### src/rtl/fetch_unit.sv
// Instruction fetch: one outstanding imem read, single-entry output buffer; instr_valid 1 cycle after rvalid.
// Requests only when the buffer is empty or draining; redirect flushes the buffer and kills in-flight data.
module fetch_unit #(
    parameter int              XLEN     = 32,
    parameter logic [XLEN-1:0] RESET_PC = '0
) (
    input  logic            clk,
    input  logic            rst_n,
    output logic            imem_req,
    output logic [XLEN-1:0] imem_addr,
    input  logic            imem_ready,
    input  logic            imem_rvalid,
    input  logic [XLEN-1:0] imem_rdata,
    input  logic            redirect_valid,
    input  logic [XLEN-1:0] redirect_target,
    output logic            instr_valid,
    input  logic            instr_ready,
    output logic [XLEN-1:0] instr,
    output logic [XLEN-1:0] instr_pc,
    output logic [6:0]      opcode,
    output logic [2:0]      funct3,
    output logic [6:0]      funct7
);

    typedef enum logic {
        S_FETCH = 1'b0,
        S_WAIT  = 1'b1
    } state_t;

    localparam logic [XLEN-1:0] ALIGN_MASK = ~(XLEN'(3));
    localparam logic [XLEN-1:0] PC_STEP    = XLEN'(4);

    state_t          r_state;
    logic            r_run;
    logic            r_kill;
    logic [XLEN-1:0] r_pc;
    logic            r_instr_valid;
    logic [XLEN-1:0] r_instr;
    logic [XLEN-1:0] r_instr_pc;

    logic            w_fire;
    logic            w_load;
    logic            w_consume;
    logic [XLEN-1:0] w_target;

    // r_run holds the request low until the first edge after reset release.
    assign imem_req  = r_run && (r_state == S_FETCH) && (!r_instr_valid || instr_ready);
    assign imem_addr = r_pc;

    assign w_fire    = imem_req && imem_ready;
    assign w_load    = (r_state == S_WAIT) && imem_rvalid && !r_kill && !redirect_valid;
    assign w_consume = r_instr_valid && instr_ready;
    assign w_target  = redirect_target & ALIGN_MASK;

    always_ff @(posedge clk or negedge rst_n) begin
        if (!rst_n) begin
            r_state       <= S_FETCH;
            r_run         <= 1'b0;
            r_kill        <= 1'b0;
            r_pc          <= RESET_PC & ALIGN_MASK;
            r_instr_valid <= 1'b0;
            r_instr       <= '0;
            r_instr_pc    <= '0;
        end else begin
            r_run <= 1'b1;

            case (r_state)
                S_FETCH: begin
                    if (w_fire) begin
                        r_state <= S_WAIT;
                        r_kill  <= redirect_valid;
                    end
                end
                S_WAIT: begin
                    if (imem_rvalid) begin
                        r_state <= S_FETCH;
                        r_kill  <= 1'b0;
                    end else if (redirect_valid) begin
                        r_kill  <= 1'b1;
                    end
                end
                default: begin
                    r_state <= S_FETCH;
                end
            endcase

            // Redirect beats both a same-cycle response and a consume.
            if (redirect_valid) begin
                r_instr_valid <= 1'b0;
            end else if (w_load) begin
                r_instr_valid <= 1'b1;
            end else if (w_consume) begin
                r_instr_valid <= 1'b0;
            end

            if (w_load) begin
                r_instr    <= imem_rdata;
                r_instr_pc <= r_pc;
            end

            if (redirect_valid) begin
                r_pc <= w_target;
            end else if (w_load) begin
                r_pc <= r_pc + PC_STEP;
            end
        end
    end

    assign instr_valid = r_instr_valid;
    assign instr       = r_instr;
    assign instr_pc    = r_instr_pc;
    assign opcode      = r_instr[6:0];
    assign funct3      = r_instr[14:12];
    assign funct7      = r_instr[31:25];

endmodule

### config.mk
export PLATFORM = sky130hd
export DESIGN_NAME = fetch_unit
export DESIGN_NICKNAME = d
export VERILOG_FILES = /design/src/rtl/fetch_unit.sv
export SDC_FILE = /design/constraint.sdc
export NUM_CORES = 1
export LEC_CHECK = 0
export CORE_MARGIN = 4
export CORE_UTILIZATION = 40
export CTS_CLUSTER_DIAMETER = 120
export DETAILED_ROUTE_END_ITERATION = 8
export PLACE_DENSITY_LB_ADDON = 0.25
export SYNTH_ARGS = -nofsm -noshare
export SYNTH_HDL_FRONTEND = slang
export SYNTH_SLANG_ARGS = --single-unit
### constraint.sdc
create_clock -name clk -period 3.4 [get_ports clk]
set_input_delay 0.68 -clock clk [delete_from_list [all_inputs] [get_ports clk]]
set_output_delay 0.68 -clock clk [all_outputs]
set_load 0.005 [all_outputs]
==> impl_metrics.env <==
export IMPL_status="complete, no violations"
export IMPL_synth_seq_cells=96
export IMPL_cts_sinks=96
export IMPL_viasPerCell=4.90
export IMPL_start_util_pct=41.7
export IMPL_worstPathArrival_ns=1.93
export IMPL_finalCritPeriodShare_pct=76.9
export IMPL_die_h_um=113
export IMPL_relSlewSlack_pct=49.1
export IMPL_ys_types=35
export IMPL_pin_count=185
export IMPL_core_area_um2=10500
export IMPL_period_minus_slack_ns=2.61
export IMPL_tightest_slew_ns=0.761
export IMPL_syn_avg_cell_area_um2=12.3
export IMPL_async_flop_share_pct=100
export IMPL_synth_edf_count=0
export IMPL_ant_nets=0
export IMPL_timing_fmax_ghz=0.383
export IMPL_first_global_vias=3282
export IMPL_avgRoutedWirePerCell_um=16.5
export IMPL_vdd_drop_max_mv=0.319
export IMPL_htreeDepth=3
export IMPL_setup_worst_path_end_class="output port"
export IMPL_hold_viol=0
export IMPL_yosys_warnings=0
export IMPL_rows=37
export IMPL_clock_path_buffers=2
export IMPL_portBuffers=178
export IMPL_setup_viol=0
export IMPL_fillers=889
export IMPL_synth_ff_type="dfrtp_1"
export IMPL_hpwl_mm=7.93
export IMPL_syn_area_um2=4380
export IMPL_slew_violations=0
export IMPL_rsz0062_at_grt="false"
export IMPL_hold_path_class="primary input to async pin"
export IMPL_cts_setup_buffers=0
export IMPL_num_nets_final=588
export IMPL_ctsRootBufferMaster="clkbuf_8"
export IMPL_hold_buffers=0
export IMPL_clock_latency_ns=0.35
export IMPL_layout_common_cells="clkdlybuf4s50_1, dfrtp_1, mux2_2"
export IMPL_grt_use_total_pct=17.1
export IMPL_cts_tree="yes"
export IMPL_crit_type="primary input to output port"
export IMPL_ys_seq_area_share_pct=54.9
export IMPL_leakagePower_nw=2.63
export IMPL_drive_gt1_share_pct=18.4
export IMPL_drc=0
export IMPL_layout_commonest_cell="clkdlybuf4s50_1"
export IMPL_hold_slack_ns=0.336
export IMPL_gp_congestion=0.793
export IMPL_die_width_um=113
export IMPL_clk_pin_slew_ns=0.09
export IMPL_routed_wl_mm=10.8
export IMPL_critPathLaunchType="primary input"
export IMPL_drt_iter0_drc=136
export IMPL_syn_inst=357
export IMPL_cts_buffers=9
export IMPL_grt_pass1_wl_mm=17.5
export IMPL_area_growth_pct=45.0
export IMPL_firstDrtPassIters=4
export IMPL_grt_ovfl_total=0
export IMPL_cp_max_fo=2
export IMPL_die_area_um2=12700
export IMPL_antenna_found_initial=0
export IMPL_cts_resized=0
export IMPL_power_density_nw_per_um2=643
export IMPL_setup_tns_final_ns=0
export IMPL_crit_required_ns=2.72
export IMPL_vias=3219
export IMPL_antenna_cells=0
export IMPL_fin_skew_ns=0.0122
export IMPL_grt_max_degree=62
export IMPL_drv_cap=0
-- per-layer routing --
layer / vias to the layer above / GRT usage [%] / share of wire, % / wire, µm
li1: 1529 / - / - / -
met1: 1547 / 23.0 / 46 / 4930
met2: 133 / 27.1 / 46 / 4990
met3: 10 / 5.18 / 7.6 / 825
met4: 0 / 4.57 / 0.70 / 76
met5: - / 0 / 0 / 0
-- flip-flops by register name, summed over array words and instances (netlist names) --
signal / flops
instr: 32
imem_addr: 30
instr_pc: 30
instr_valid: 1
r_kill: 1
r_run: 1
r_state: 1
-- cell type report --
cell class | instances | area [µm²] | share of cell area [%]
clock buffer | 9 | 124 | 1.95
timing repair buffer | 182 | 1820 | 28.6
sequential | 96 | 2400 | 37.8
inverter | 6 | 22.5 | 0.355
multi-input combinational | 222 | 1720 | 27.1
clock inverter | 6 | 91.3 | 1.44
tap | 136 | 170 | 2.68
-- worst max-delay path, stage by stage --
cell             delay, ns
clkdlybuf4s50_1       0.44
nand2b_1              0.11
and3_1                0.19
clkdlybuf4s50_1       0.51
-- through the flow --
| step | utilization, % | setup WS (ns) | instances | power, mW | cell area (µm²) |
|---|---|---|---|---|---|
| 6_report | 60.4 | 0.786 | 657 | 4.08 | 6350 |
| 5_1_grt | 60.4 | 0.735 | 657 | 4.33 | 6350 |
| 4_1_cts | 60.4 | 0.775 | 657 | 4.15 | 6350 |
| 3_5_place_dp | 58.4 | 0.782 | 642 | 3.32 | 6130 |
| 3_3_place_gp | 58.4 | 0.777 | 642 | 3.27 | 6130 |
| 2_1_floorplan | - | 1.64 | 360 | 2.31 | 4390 |
-- final timing paths --
kind,startpoint,to,slack [ns],cells after the start
max,instr_ready,imem_req,0.79,4
min,rst_n,instr_pc[17]$_DFFE_PN0P_,0.34,1
max reg2reg,imem_addr[4]$_DFFE_PN0P_,imem_addr[29]$_DFFE_PN0P_,1.36,5
min reg2reg,instr[9]$_DFFE_PN0P_,instr[9]$_DFFE_PN0P_,0.49,1
max in group asynchronous,rst_n,instr[26]$_DFFE_PN0P_,2.36,2
min in group clk,instr[9]$_DFFE_PN0P_,instr[9]$_DFFE_PN0P_,0.49,1
-- cells in the mapped netlist, types with 2 or more instances --
| cell type | number | area, µm² |
|---|---|---|
| dfrtp_1 | 96 | 2400 |
| nor2_2 | 2 | 12.5 |
| o21ai_0 | 17 | 85.1 |
| nor2_1 | 2 | 7.51 |
| nor3_1 | 3 | 15.0 |
| nand3_2 | 5 | 50.1 |
| o21ai_1 | 10 | 50.1 |
| buf_4 | 28 | 210 |
| nand4_1 | 15 | 93.8 |
| xor2_1 | 24 | 210 |
| conb_1 | 2 | 7.51 |
| nand2_1 | 36 | 135 |
| o21ai_2 | 3 | 26.3 |
| xnor2_1 | 5 | 43.8 |
| nor2_4 | 2 | 22.5 |
| nand3_1 | 8 | 40.0 |
| and3_1 | 7 | 43.8 |
| clkbuf_1 | 7 | 26.3 |
| and2_1 | 2 | 12.5 |
| mux2_2 | 59 | 664 |
| inv_1 | 6 | 22.5 |
| mux2_1 | 4 | 45.0 |
| a21oi_1 | 2 | 10.0 |
-- kinds of logic (layout without fill, tap and decap cells) --
logic type / count (synthesis) / after routing / synth area share, %
simple gates: 90 / 90 / 12.2
compound gates: 33 / 33 / 4.11
other cells: 2 / 5 / 0.171
mux: 64 / 64 / 16.4
fa+ha+maj: 1 / 1 / 0.286
xor+xnor: 29 / 29 / 5.80
flops: 96 / 96 / 54.9
buf+inv: 42 / 203 / 6.17
-- power breakdown --
part / internal, mW / switching (mW) / total, mW
clock: 0.418 / 0.404 / 0.821
combinational: 1.09 / 0.423 / 1.51
sequential: 1.51 / 0.242 / 1.75
Power figures use the tool's default switching activity.
